===== src/rtl/pc_gen.sv =====
// Fetch-PC generator: registered PC with valid/ready handoff to fetch, redirect
// and trap resolution, misaligned-target detection and a saturating redirect counter.
module pc_gen #(
  parameter int              XLEN         = 32,
  parameter logic [XLEN-1:0] RESET_VECTOR = '0,
  parameter bit              C_EXT        = 1'b0,
  parameter int              CNT_W        = 16
) (
  input  logic             clk,
  input  logic             rstn,
  output logic [XLEN-1:0]  pc_o,
  output logic             pc_valid_o,
  input  logic             pc_ready_i,
  input  logic             ex_valid_i,
  input  logic [2:0]       ex_pcsrc_i,
  input  logic             ex_taken_i,
  input  logic [XLEN-1:0]  ex_pc_i,
  input  logic [XLEN-1:0]  ex_imm_i,
  input  logic [XLEN-1:0]  ex_rs1_i,
  input  logic             trap_i,
  input  logic [XLEN-1:0]  trap_vec_i,
  output logic             flush_o,
  output logic             misalign_o,
  output logic [XLEN-1:0]  mis_addr_o,
  output logic [CNT_W-1:0] redir_cnt_o
);

  typedef enum logic [1:0] {BOOT, RUN, HALT} state_e;

  typedef enum logic [2:0] {
    SRC_PLUS4  = 3'd0,
    SRC_BRANCH = 3'd1,
    SRC_JUMP   = 3'd2,
    SRC_JALR   = 3'd3
  } pcsrc_e;

  state_e            state, state_nxt;
  logic [XLEN-1:0]   target;
  logic              target_op;
  logic              aligned;
  logic              take_trap;
  logic              redirect;
  logic              accept;
  logic [XLEN-1:0]   pc_nxt;
  logic              misalign_nxt;
  logic [XLEN-1:0]   mis_addr_nxt;
  logic              cnt_inc;
  logic [CNT_W-1:0]  cnt_nxt;

  // NOTE: every always_comb output is given a default first so no path leaves
  // it unassigned; otherwise synthesis infers a latch.
  always_comb begin
    target_op = 1'b0;
    target    = ex_pc_i + ex_imm_i;
    case (pcsrc_e'(ex_pcsrc_i))
      SRC_BRANCH: target_op = ex_taken_i;
      SRC_JUMP:   target_op = 1'b1;
      SRC_JALR: begin
        target_op = 1'b1;
        target    = (ex_rs1_i + ex_imm_i) & ~XLEN'(1);
      end
      default:    target_op = 1'b0;
    endcase
  end

  assign aligned    = C_EXT ? ~target[0] : (target[1:0] == 2'b00);
  assign take_trap  = trap_i && (state != BOOT);
  assign redirect   = ex_valid_i && target_op && (state == RUN);
  assign pc_valid_o = (state == RUN);
  assign accept     = pc_valid_o && pc_ready_i;
  assign flush_o    = take_trap || redirect;

  // Priority: trap > redirect > accept > hold. A misaligned redirect still
  // flushes, but parks the generator in HALT until a trap arrives.
  always_comb begin
    state_nxt    = state;
    pc_nxt       = pc_o;
    misalign_nxt = 1'b0;
    mis_addr_nxt = mis_addr_o;
    cnt_inc      = 1'b0;
    if (state == BOOT) begin
      state_nxt = RUN;
    end else if (take_trap) begin
      state_nxt = RUN;
      pc_nxt    = trap_vec_i;
      cnt_inc   = 1'b1;
    end else if (redirect) begin
      if (aligned) begin
        pc_nxt  = target;
        cnt_inc = 1'b1;
      end else begin
        state_nxt    = HALT;
        misalign_nxt = 1'b1;
        mis_addr_nxt = target;
      end
    end else if (accept) begin
      pc_nxt = pc_o + XLEN'(4);
    end
  end

  assign cnt_nxt = (cnt_inc && (redir_cnt_o != {CNT_W{1'b1}})) ? redir_cnt_o + CNT_W'(1)
                                                                : redir_cnt_o;

  // NOTE: sequential state uses non-blocking assignments so every register
  // samples the pre-edge values, independent of statement order.
  always_ff @(posedge clk or negedge rstn) begin
    if (!rstn) begin
      state       <= BOOT;
      pc_o        <= RESET_VECTOR;
      misalign_o  <= 1'b0;
      mis_addr_o  <= '0;
      redir_cnt_o <= '0;
    end else begin
      state       <= state_nxt;
      pc_o        <= pc_nxt;
      misalign_o  <= misalign_nxt;
      mis_addr_o  <= mis_addr_nxt;
      redir_cnt_o <= cnt_nxt;
    end
  end

endmodule


===== config.mk =====
export PLATFORM = sky130hd
export DESIGN_NAME = pc_gen
export DESIGN_NICKNAME = d
export VERILOG_FILES = /design/src/rtl/pc_gen.sv
export SDC_FILE = /design/constraint.sdc
export NUM_CORES = 1
export LEC_CHECK = 0
export ABC_CLOCK_PERIOD_IN_PS = 2500
export BUFFER_PORTS_ARGS = -buffer_cell sky130_fd_sc_hd__buf_2
export CORE_MARGIN = 2
export CORE_UTILIZATION = 49
export CTS_CLUSTER_SIZE = 10
export DETAILED_ROUTE_END_ITERATION = 16
export PLACE_DENSITY = 0.82
export RECOVER_POWER = 100
export SYNTH_ARGS = -nofsm -noshare
export SYNTH_HDL_FRONTEND = slang
export SYNTH_SLANG_ARGS = --single-unit

===== constraint.sdc =====
create_clock -name clk -period 2.5 [get_ports clk]
set_clock_uncertainty 0.05 [all_clocks]
set_input_delay 0.125 -clock clk [delete_from_list [all_inputs] [get_ports clk]]
set_output_delay 0.125 -clock clk [all_outputs]
set_load 0.01 [all_outputs]

; ---- Yosys cells after proc, flatten, opt, wreduce, memory -nomap -nowiden
; Cells that the tools add are included.
; Widths: inputs -> output; s select.
[op_classes]
n_addsub = 4
n_eq_ne = 7
mux = 18
bitwise_logic = 3
n_reduce_logical = 15
[op_table]
columns = operator, count
row1 = $mux 32, 5
row2 = $add 32x32->32, 2
row3 = $add 32x3->32 const B, 1
row4 = $add 16x1->16 const B, 1
row5 = $ne 16x16->1 const B, 1
row6 = $mux 1, 8
row7 = $mux 2, 4
row8 = $eq 3x2->1 const B, 2
row9 = $reduce_bool 3->1, 2
row10 = $logic_and 1x1->1, 5
row11 = $logic_not 2->1, 2
row12 = $reduce_and 4->1, 1
row13 = $eq 3x1->1 const B, 1
row14 = $ne 3x1->1 const B, 1
row15 = $ne 3x3->1 const B, 1
row16 = $not 1->1, 3
row17 = $reduce_and 3->1, 1
row18 = $eq 2x1->1 const B, 1
row19 = $pmux 1 s2, 1
row20 = $reduce_and 2->1, 1
row21 = $reduce_bool 2->1, 1
row22 = $reduce_or 2->1, 1
row23 = $logic_or 1x1->1, 1
[word_totals]
ff_bits = 83
input_bits = 137
output_inout_bits = 83

; ---- Longest topological paths before layout
[depth]
word_depth = 9
depth_mapped = 13

; ---- Least setup slack after synthesis
; No wires, ideal clock.
[synth_path]
path_type = input to register
from = input ex_pc_i[0]
to = register redir_cnt_o[11]
setup_ps = 125
arrival_time_ps = 2289
required_ps = 2325
slack_ps = 36
stages = 12
path_buffers = 0
cell_sequence = ha_1 > inv_1 > fa_1 > inv_1 > o31a_1 > nand2_1 > a21oi_2 > nor3_4 > and3_1 > and2b_1 > nand4_1 > xnor2_1
[synth_between]
elab_chain_len = 8
[synth_rtl]
columns = item, line
row1 = from (decl), 17  ; input logic [XLEN-1:0] ex_pc_i,
row2 = $add 32x32->32, 54  ; target = ex_pc_i + ex_imm_i;
row3 = $mux 32, 55  ; case (pcsrc_e'(ex_pcsrc_i))
row4 = $logic_not 2->1, 66  ; assign aligned = C_EXT ? ~target[0] : (target[1:0] == 2'b00);
row5 = $mux 1, 88  ; if (aligned) begin
row6 = $mux 1, 87  ; end else if (redirect) begin
row7 = $mux 1, 83  ; end else if (take_trap) begin
row8 = $mux 1, 81  ; if (state == BOOT) begin
row9 = $logic_and 1x1->1, 101  ; assign cnt_nxt = (cnt_inc && (redir_cnt_o != {CNT_W{1'b1}})) ? redir_cnt_o + CNT_W'(1)
row10 = to (signal assigned), 118  ; redir_cnt_o <= cnt_nxt;
row11 = to (decl), 25  ; output logic [CNT_W-1:0] redir_cnt_o
; No other way between the ends.
; A chain may end at the register's enable or synchronous reset.

; ---- Final worst setup path
[layout_path]
from = input ex_imm_i[12]
to = register pc_o[15]
[layout_between]
elab_chain_len = 5
word_cells_on_any_way = 6
[layout_rtl]
columns = item, line
row1 = from (decl), 18  ; input logic [XLEN-1:0] ex_imm_i,
row2 = $add 32x32->32 (on tied branches), "54, 60"
row3 = $mux 32 (*), 55
row4 = $mux 32 (*), 88
row5 = $mux 32 (*), 87
row6 = $mux 32 (*), 83
row7 = to (signal assigned), 115  ; pc_o <= pc_nxt;
row8 = to (decl), 11  ; output logic [XLEN-1:0] pc_o,
; Every way passes the cells marked *; elsewhere a longest branch is shown, timed or not. The select of a mux whose other input is x is not followed.

==> key figures <==
Timing
  – Min Hold Slack: around 4.7 ps
  – Hold violation count in the final report: 0
  – Relative slew slack: a little over a tenth
  – RSZ-0062 raised after global routing: yes
  – Final period util: a little over nine tenths
  – Fmax: roughly 400 MHz
  – Worst Tran Pin Value: roughly 1300 ps
  – Final setup margin: just under 60 ps
  – Max-slew violations: 0
  – Setup TNS: 0 ps
  – Finish-stage setup viols: 0
  – Min cycle time layout: about 2400 ps

CTS
  – Cts bufs inserted: 9
  – H-tree levels: 3
  – Clock Tree Buf Depth: 2
  – CTS tree: yes
  – Clk_lat worst skew: 350 ps
  – Worst-path clk slew: roughly 60 ps
  – Clock sinks: 83
  – Root Buffer: clkbuf_16

Synth
  – Mapped Avg Cell Area: about 8.0 um^2
  – Sequential fraction of the synthesis area: 26.3%
  – Cell variety after synth: between 70 and 80
  – Ys flop type: dfrtp_1
  – Post-synth EDFFs: 0
  – Post-synth net total: around 1,200
  – Synthesized area: ~7900 um^2
  – Synth Register Bits: just over 80
  – Syn. warnings: 0
  – Synth Instances: about 1,000
  – Ys async rst share: 100%

Floorplan
  – Die width: between 100 and 150 um
  – Core area: ~16,000 um^2
  – # IOs: 220
  – Die Ht: 131 um
  – Starting Density: between 40 and 50%
  – Die area: ~17,000 um^2
  – Row count: 46

Power
  – Total power draw: 6410 uW
  – Leak pwr: 0.00502 uW
  – PD cells: approximately 590 nW/um^2
  – Peak supply drop: between 0.3 and 0.4 mV

Place
  – Port buffer count: 219
  – HPWL Detailed: about 22 mm
  – Routability cong.: ~0.96
  – Pre-CTS WS: -380 ps

Worst setup path
  – CP startpoint kind: primary input
  – Worst setup EP type: flop
  – R2r worst-path depth: 8
  – Worst endpoint required time: 2680 ps
  – Crit Path Category: primary input to flop
  – CP max FO: 5
  – WP data arrival: roughly 2600 ps

Layout
  – Most common cell after layout, fill and taps aside: buf_4
  – Finished Core Util: a little under 70%
  – Synthesis-to-layout area growth: 38.8%
  – Commonest non-fill, non-tap cells in the layout: buf_4, buf_2, nand2_1
  – Layout cells sized above 1: 28.7%
  – Fin nets: around 1,500

Global routing
  – Antenna violations before repair: 0
  – GRT Residual Overflow: 0
  – Number of global-route vias before repair: between 8,000 and 9,000
  – Largest net degree at the start of global routing: 54
  – Total GRT Usage: approximately a third
  – First-pass GRT wire length: 42.5 mm

Detailed routing
  – Number of nets still failing antenna checks after routing: 0
  – Via density per instance: ~5.8
  – Initial drt markers: approximately 1,100
  – Final wirelength: about 27 mm
  – Drt wl/cell: about 17 um
  – DRC Markers: 0
  – Vias: slightly above 9,000
  – Iteration count of the initial detailed-routing pass: 5

Min path
  – Worst Hold Class: primary input to flop
  – Hold path cells: 3

Job
  – Max cap viols: 0

Outcome
  – Status: finished, final reports clean
[per-stage QoR]
| stage | instance area (um^2) | cells |
|---|---|---|
| detailed placement | 10300 | 1534 |
| global route | 10900 | 1568 |
| CTS | 10800 | 1565 |
| floorplan | 7880 | 980 |
| global placement | 10300 | 1534 |
| finish | 10900 | 1569 |
[worst paths after layout]
path / start / endpoint / slack, ps
worst max-delay path: ex_imm_i[12] / pc_o[15] / 60
worst min-delay path: trap_vec_i[29] / pc_o[29] / 5
worst max register to register: state[1] / redir_cnt_o[8] / 120
worst min register to register: mis_addr_o[28] / mis_addr_o[28] / 430
max in group asynchronous: rstn / pc_o[19] / 370
min in group asynchronous: rstn / pc_o[6] / 570
[cells by family after synthesis]
group,after synthesis,share of synthesized area (%)
AOI/OAI and AO/OA,348,28.8
xor gates and xnor gates,83,9.22
adders and majority gates,65,10.5
buffers and inverters,67,3.32
DFF,83,26.3
muxes,17,2.24
and+or+nand+nor,317,19.6
[worst max-delay path: stages]
cell and delay (ps):
buf_2 110, ha_1 300, buf_4 140, buf_4 130
buf_4 130, and2_1 230, nand2_1 100, a21oi_1 50
a221o_1 320, a21oi_1 220, xor2_1 190, o21ai_0 200
a221o_1 380
[registers in the layout, indices dropped and copies added (netlist names)]
name,flops
state,2
mis_addr_o,32
misalign_o,1
pc_o,32
redir_cnt_o,16
[metal layers]
layer	GRT usage (%)	vias up	routed length [um]
met5	0	-	0
met4	13.9	0	1050
met3	3.30	74	2110
met2	50.6	468	12400
met1	42.7	4257	11900
li1	-	4378	-
[synthesized netlist by cell type, types with 5 or more instances]
| cell | n | share of area (%) |
|---|---|---|
| nor2_1 | 77 | 3.7 |
| ha_1 | 63 | 10 |
| a21o_1 | 24 | 2.3 |
| o21a_1 | 11 | 1.0 |
| a221o_1 | 11 | 1.4 |
| o21bai_1 | 11 | 1.0 |
| a21oi_1 | 85 | 5.4 |
| dfrtp_1 | 83 | 26 |
| and3_1 | 10 | 0.79 |
| nor2b_1 | 6 | 0.48 |
| nand4_1 | 23 | 1.8 |
| mux2_2 | 5 | 0.71 |
| xnor2_1 | 57 | 6.3 |
| a31oi_1 | 9 | 0.71 |
| and2_1 | 6 | 0.48 |
| nor3_1 | 19 | 1.2 |
| inv_1 | 27 | 1.3 |
| clkbuf_1 | 29 | 1.4 |
| o22ai_1 | 5 | 0.40 |
| o31ai_1 | 5 | 0.48 |
| or3_1 | 6 | 0.48 |
| o211ai_1 | 7 | 0.67 |
| a211oi_1 | 27 | 2.6 |
| buf_2 | 8 | 0.51 |
| a22oi_1 | 7 | 0.67 |
| xor2_1 | 26 | 2.9 |
| o21ai_0 | 91 | 5.8 |
| a221oi_1 | 9 | 1.0 |
| mux2i_1 | 12 | 1.5 |
| o21ai_1 | 5 | 0.32 |
| o221ai_1 | 5 | 0.56 |
| nand2b_1 | 12 | 0.95 |
| nand3_1 | 26 | 1.7 |
| nand2_1 | 106 | 5.0 |
[power by group]
group	internal [uW]	switching (uW)	total (uW)
Sequential	1700	327	2030
Combinational	1320	1680	3010
Clock	788	589	1380
Total	3810	2600	6410
[final cells by class]
cell class / count / area, um^2
clock buffer: 9 / 225
multi-input combinational: 830 / 5830
tap: 216 / 270
fill: 1249 / 4890
sequential: 83 / 2080
inverter: 28 / 105
antenna: 1 / 2.50
clock inverter: 7 / 80.1
timing repair buffer: 395 / 2350
[repair_timing]
item                                    4_1_cts  5_1_grt
gates resized for setup                       4       60
buffers inserted                              0        3
pin swaps                                     0       19
hold buffers                                 15        0
endpoints found under the setup margin        5       34
endpoints found under the hold margin        67        0
No activity file was read; power rests on OpenSTA's default activity.
